## src/rtl/kronos_mem_arb_pkg.sv

```systemverilog
// Shared types for the kronos memory arbiter: access owner and per-port request bundle.
package kronos_types;

    typedef enum logic [1:0] {
        NONE  = 2'd0,
        INSTR = 2'd1,
        DATA  = 2'd2
    } mem_owner_t;

    typedef struct packed {
        logic [31:0] addr;
        logic [31:0] wdata;
        logic [3:0]  mask;
        logic        wr;
        logic        req;
    } mem_req_t;

endpackage

```

## src/rtl/kronos_mem_arb_prio.sv

```systemverilog
// Per-cycle grant decision between fetch and load/store; data wins unless fairness
// (KRONOS_MEM_ARB_FAIR_EN) sees the fetch side denied STARVE_MAX cycles in a row.
module kronos_mem_arb_prio #(
    parameter int STARVE_MAX = 4
) (
    input  logic clk,
    input  logic rstz,
    input  logic instr_req,
    input  logic data_req,
    output logic gnt_i,
    output logic gnt_d
);

`ifdef KRONOS_MEM_ARB_FAIR_EN
    logic [2:0] starve_cnt;
    logic       starved;

    assign starved = instr_req & (int'(starve_cnt) >= STARVE_MAX);
    assign gnt_i   = instr_req & (~data_req | starved);
    assign gnt_d   = data_req & ~starved;

    // Saturates at 7 so a large STARVE_MAX cannot wrap back to zero.
    always_ff @(posedge clk or negedge rstz) begin
        if (!rstz) begin
            starve_cnt <= '0;
        end else if (!instr_req || gnt_i) begin
            starve_cnt <= '0;
        end else if (starve_cnt != 3'd7) begin
            starve_cnt <= starve_cnt + 3'd1;
        end
    end
`else
    localparam int unused_starve_max = STARVE_MAX;
    logic unused_fair;

    assign unused_fair = clk ^ rstz;
    assign gnt_i       = instr_req & ~data_req;
    assign gnt_d       = data_req;
`endif

endmodule

```

## src/rtl/kronos_mem_arb.sv

```systemverilog
// Shares one single-port SRAM between fetch and load/store; ack + read data one cycle
// after grant. Denied requester gets no ack and must re-present. Fairness: KRONOS_MEM_ARB_FAIR_EN.
module kronos_mem_arb
    import kronos_types::*;
#(
    parameter int ADDR_W     = 32,
    parameter int STARVE_MAX = 4
) (
    input  logic              clk,
    input  logic              rstz,
    input  logic [31:0]       instr_addr,
    input  logic              instr_req,
    output logic              instr_ack,
    output logic [31:0]       instr_data,
    input  logic [31:0]       data_addr,
    input  logic [31:0]       data_wdata,
    input  logic [3:0]        data_mask,
    input  logic              data_wr,
    input  logic              data_req,
    output logic              data_ack,
    output logic [31:0]       data_rdata,
    output logic [ADDR_W-1:0] mem_addr,
    output logic              mem_en,
    output logic              mem_wen,
    output logic [3:0]        mem_mask,
    output logic [31:0]       mem_wdata,
    input  logic [31:0]       mem_rdata
);

    mem_req_t   ireq;
    mem_req_t   dreq;
    mem_req_t   granted;
    mem_owner_t owner;
    logic       gnt_i;
    logic       gnt_d;

    // Fetch never writes, so its bundle carries zero write fields.
    assign ireq = '{addr: instr_addr, wdata: 32'd0, mask: 4'd0, wr: 1'b0, req: instr_req};
    assign dreq = '{addr: data_addr, wdata: data_wdata, mask: data_mask, wr: data_wr, req: data_req};

    kronos_mem_arb_prio #(
        .STARVE_MAX (STARVE_MAX)
    ) u_prio (
        .clk       (clk),
        .rstz      (rstz),
        .instr_req (ireq.req),
        .data_req  (dreq.req),
        .gnt_i     (gnt_i),
        .gnt_d     (gnt_d)
    );

    assign granted = gnt_d ? dreq : (gnt_i ? ireq : mem_req_t'('0));

    assign mem_en    = granted.req;
    assign mem_addr  = {granted.addr[ADDR_W-1:2], 2'b00};
    assign mem_wen   = granted.wr;
    assign mem_mask  = granted.wr ? granted.mask : 4'd0;
    assign mem_wdata = granted.wdata;

    always_ff @(posedge clk or negedge rstz) begin
        if (!rstz) begin
            owner <= NONE;
        end else if (gnt_d) begin
            owner <= DATA;
        end else if (gnt_i) begin
            owner <= INSTR;
        end else begin
            owner <= NONE;
        end
    end

    assign instr_ack  = (owner == INSTR);
    assign data_ack   = (owner == DATA);
    assign instr_data = mem_rdata;
    assign data_rdata = mem_rdata;

endmodule

```

## config.mk

```make
export PLATFORM = sky130hd
export DESIGN_NAME = kronos_mem_arb
export DESIGN_NICKNAME = d
export VERILOG_FILES = /design/src/rtl/kronos_mem_arb_pkg.sv /design/src/rtl/kronos_mem_arb_prio.sv /design/src/rtl/kronos_mem_arb.sv
export SDC_FILE = /design/constraint.sdc
export NUM_CORES = 1
export LEC_CHECK = 0
export BUFFER_PORTS_ARGS = -buffer_cell sky130_fd_sc_hd__buf_2
export CAP_MARGIN = 10
export CORE_AREA = 2 2 106 108
export CTS_CLUSTER_DIAMETER = 120
export DETAILED_ROUTE_END_ITERATION = 8
export DIE_AREA = 0 0 108 110
export GPL_TIMING_DRIVEN = 1
export SYNTH_ARGS = -nofsm -noshare
export SYNTH_HDL_FRONTEND = slang
export SYNTH_HIERARCHICAL = 1
export SYNTH_SLANG_ARGS = --single-unit
```

## constraint.sdc

```tcl
create_clock -name clk -period 0.8 [get_ports clk]
set_input_delay 0 -clock clk [delete_from_list [all_inputs] [get_ports clk]]
set_output_delay 0 -clock clk [all_outputs]
set_load 0.1 [all_outputs]
```

==> tab_implementation.tex <==
\begin{tabular}{lr}
\hline
Metric & Value \\
\hline
\multicolumn{2}{l}{\textbf{STA}} \\
Pins Over Slew Limit & 0 \\
Peak clock frequency supported by timing & 981 MHz \\
Setup repair after global routing missed its margin & true \\
Fin crit period & 1.02 ns \\
Share of the clock period used by the worst path after layout & 127\% \\
Final setup violating endpoints & 49 \\
Post-layout worst setup margin & -0.220 ns \\
Final hold violation count & 0 \\
Setup\_tns & -6.55 ns \\
\multicolumn{2}{l}{\textbf{Final layout}} \\
Synth-to-Final Area Change & 188\% \\
Number of filler cells placed in the layout & 1096 \\
Final core utilization & 32.0\% \\
Nets & 414 \\
Largest reg by FF count & owner \\
Number of flip-flops in the largest register & 2 \\
Largest registers & owner: 2 flops \\
Multi-input combinational cell area & 927 sq um \\
ANT cells & 0 \\
Post-route standard cell area excluding fillers & 3420 sq um \\
Ratio of cells with drive above 1 in the final layout & 97.8\% \\
Sequential Area & 50.0 sq um \\
\multicolumn{2}{l}{\textbf{Placement}} \\
IO Port Bufs & 170 \\
Placed wire-length estimate after detailed placement & 4.56 mm \\
Pre-CTS WS & -0.256 ns \\
Placer congestion estimate & 0.620 \\
Placed cell areas & 3160 sq um \\
\multicolumn{2}{l}{\textbf{CTS}} \\
Maximum number of buffers from clock root to sink & 2 \\
Clock tree from TritonCTS & yes \\
H-tree depth & 1 \\
Clock root cell & sky130\_fd\_sc\_hd\_\_clkbuf\_8 \\
Clock Sink Count & 2 \\
Clock buffers created by TritonCTS & 3 \\
\multicolumn{2}{l}{\textbf{Detailed routing}} \\
Drc violations & 0 \\
Routed wire length per instance & 13.9 um \\
Antenna-violating nets left & 0 \\
Final routed wirelength across all metal layers & 5.76 mm \\
Via count & 1486 \\
Length of the first detailed-routing pass in iterations & 2 \\
Count of routing violations after the opening detailed-route iteration & 32 \\
Number of vias per cell after detailed routing & 3.58 \\
\multicolumn{2}{l}{\textbf{Global routing}} \\
Total grt overflow & 0 \\
Via count of the first global-routing pass & 1683 \\
Global-route wire length before repair & 8.62 mm \\
Overall Global Routing Usage & 9.34\% \\
Pin count of the biggest net entering global routing & 31 \\
Number of antenna violations at the first check in global routing & 0 \\
\multicolumn{2}{l}{\textbf{Synthesis}} \\
Post-synthesis instance area & 1190 sq um \\
Average cell area after synthesis & 7.68 sq um \\
Post-Syn Instances & 155 \\
Number of different library cells in the post-synthesis netlist & 13 \\
Register area share after synthesis & 4.21\% \\
Warnings, synthesis & 6 \\
Number of storage elements in the synthesis netlist & 2 \\
\multicolumn{2}{l}{\textbf{Floorplan}} \\
Initial Util & 11.1\% \\
I/O Pins & 273 \\
Row count & 38 \\
Chip Width & 108 um \\
Vertical die dimension & 110 um \\
Floorplan Core Area & 10700 sq um \\
Die ar. & 11900 sq um \\
\multicolumn{2}{l}{\textbf{Run}} \\
Max\_cap viols & 0 \\
\multicolumn{2}{l}{\textbf{Critical path}} \\
Kind of start point of the critical path & input port \\
Required time at the worst-slack endpoint & 0.80 ns \\
Endpoint class of the critical path & output pin \\
Largest driver fanout on the critical path & 12 \\
Worst setup path category & input port to output pin \\
Worst path arrival time & 1.02 ns \\
\multicolumn{2}{l}{\textbf{Min path}} \\
Worst hold-check path type & input port to output pin \\
\multicolumn{2}{l}{\textbf{Power and ir drop}} \\
VDD IR-drop max & 0.000542 V \\
Post-layout total power & 3.98 mW \\
Cell Pwr Density & 1160 nW/um\^{}2 \\
Leakage power & 1.66 nW \\
\multicolumn{2}{l}{\textbf{Outcome}} \\
Violations in the final reports & setup timing \\
Status & finished with violations \\
\hline
\end{tabular}
## layout by cell type (no fill, tap or decap)
master,netlist,final
sky130_fd_sc_hd__dlygate4sd3_1,0,1
sky130_fd_sc_hd__buf_16,0,2
sky130_fd_sc_hd__bufbuf_16,0,1
sky130_fd_sc_hd__buf_6,5,6
sky130_fd_sc_hd__and2_2,0,15
sky130_fd_sc_hd__buf_8,0,2
sky130_fd_sc_hd__buf_2,3,98
sky130_fd_sc_hd__dfrtp_1,2,2
sky130_fd_sc_hd__conb_1,1,2
sky130_fd_sc_hd__a22o_2,0,1
sky130_fd_sc_hd__clkbuf_8,0,3
sky130_fd_sc_hd__nand2_4,0,1
sky130_fd_sc_hd__and3_4,0,4
sky130_fd_sc_hd__nand2_1,2,1
sky130_fd_sc_hd__nor2b_4,2,4
sky130_fd_sc_hd__buf_12,0,73
sky130_fd_sc_hd__buf_4,68,11
sky130_fd_sc_hd__and2_4,0,18
sky130_fd_sc_hd__o21ai_4,0,1
sky130_fd_sc_hd__a22o_4,0,29
## layer usage
layer	track usage, %	part of all wire [%]	vias to the layer above
li1	-	-	693
met1	9.48	34	664
met2	17.7	52	115
met3	3.53	13	14
met4	3.02	1.7	0
met5	0	0	-
## stage by stage
stage,cells,hold WS [ns]
final,415,0.0000257
after global routing,415,0.000230
after CTS,415,0.000994
after detailed placement,400,-0.209
after global placement,400,-0.215
after floorplan,156,-0.296
## critical path, cell delays in order
cell	delay (ns)
sky130_fd_sc_hd__buf_6	0.09
sky130_fd_sc_hd__nor2b_4	0.11
sky130_fd_sc_hd__nor2b_4	0.13
sky130_fd_sc_hd__buf_12	0.14
sky130_fd_sc_hd__buf_12	0.15
sky130_fd_sc_hd__a22o_4	0.22
sky130_fd_sc_hd__buf_12	0.16
## synth_stat cells
library cell	count	area share (%)
sky130_fd_sc_hd__nor2b_4	2	2.3
sky130_fd_sc_hd__and2_1	33	17
sky130_fd_sc_hd__dfrtp_1	2	4.2
sky130_fd_sc_hd__and3_1	4	2.1
sky130_fd_sc_hd__buf_6	5	4.7
sky130_fd_sc_hd__a22o_1	30	22
sky130_fd_sc_hd__nor2b_1	2	1.1
sky130_fd_sc_hd__buf_4	68	43
sky130_fd_sc_hd__conb_1	1	0.32
sky130_fd_sc_hd__o21ai_0	1	0.42
sky130_fd_sc_hd__nand2_1	2	0.63
sky130_fd_sc_hd__clkbuf_1	2	0.63
sky130_fd_sc_hd__buf_2	3	1.3
## where the power goes
part	leakage (nW)	switching, mW	internal [mW]	total, mW
logic	1.61	2.08	1.40	3.48
registers	0.0251	0.00487	0.107	0.111
clock network	0.0216	0.0726	0.317	0.390
## kinds of logic after synthesis
group	Yosys count	share of synthesized area, %
other cells	1	0.315
flops	2	4.21
buf+inv	78	49.5
simple gates	43	23.4
compound gates	31	22.5
## cell type report
cell class                 instances  area share, %
clock buffer                       3           1.21
multi-input combinational         76           27.1
sequential                         2           1.46
tap                              140           5.12
timing repair buffer             194           65.1
## path summary, 6_finish.rpt
path,from,end,cells after the start
worst max-delay path,instr_req,mem_addr[7],7
worst min-delay path,mem_rdata[24],data_rdata[24],0
max in group asynchronous,rstz,owner[0],2
min in group asynchronous,rstz,owner[1],2
## repair_timing
item	CTS	global route
endpoints found under the setup margin	70	50
gates resized for setup	26	0
cloned	4	0
hold endpoints to repair	2	0
buffers inserted	7	2
pin swaps	3	1
hold buffers	1	0
Note: power is estimated with default switching activity, not from simulation.
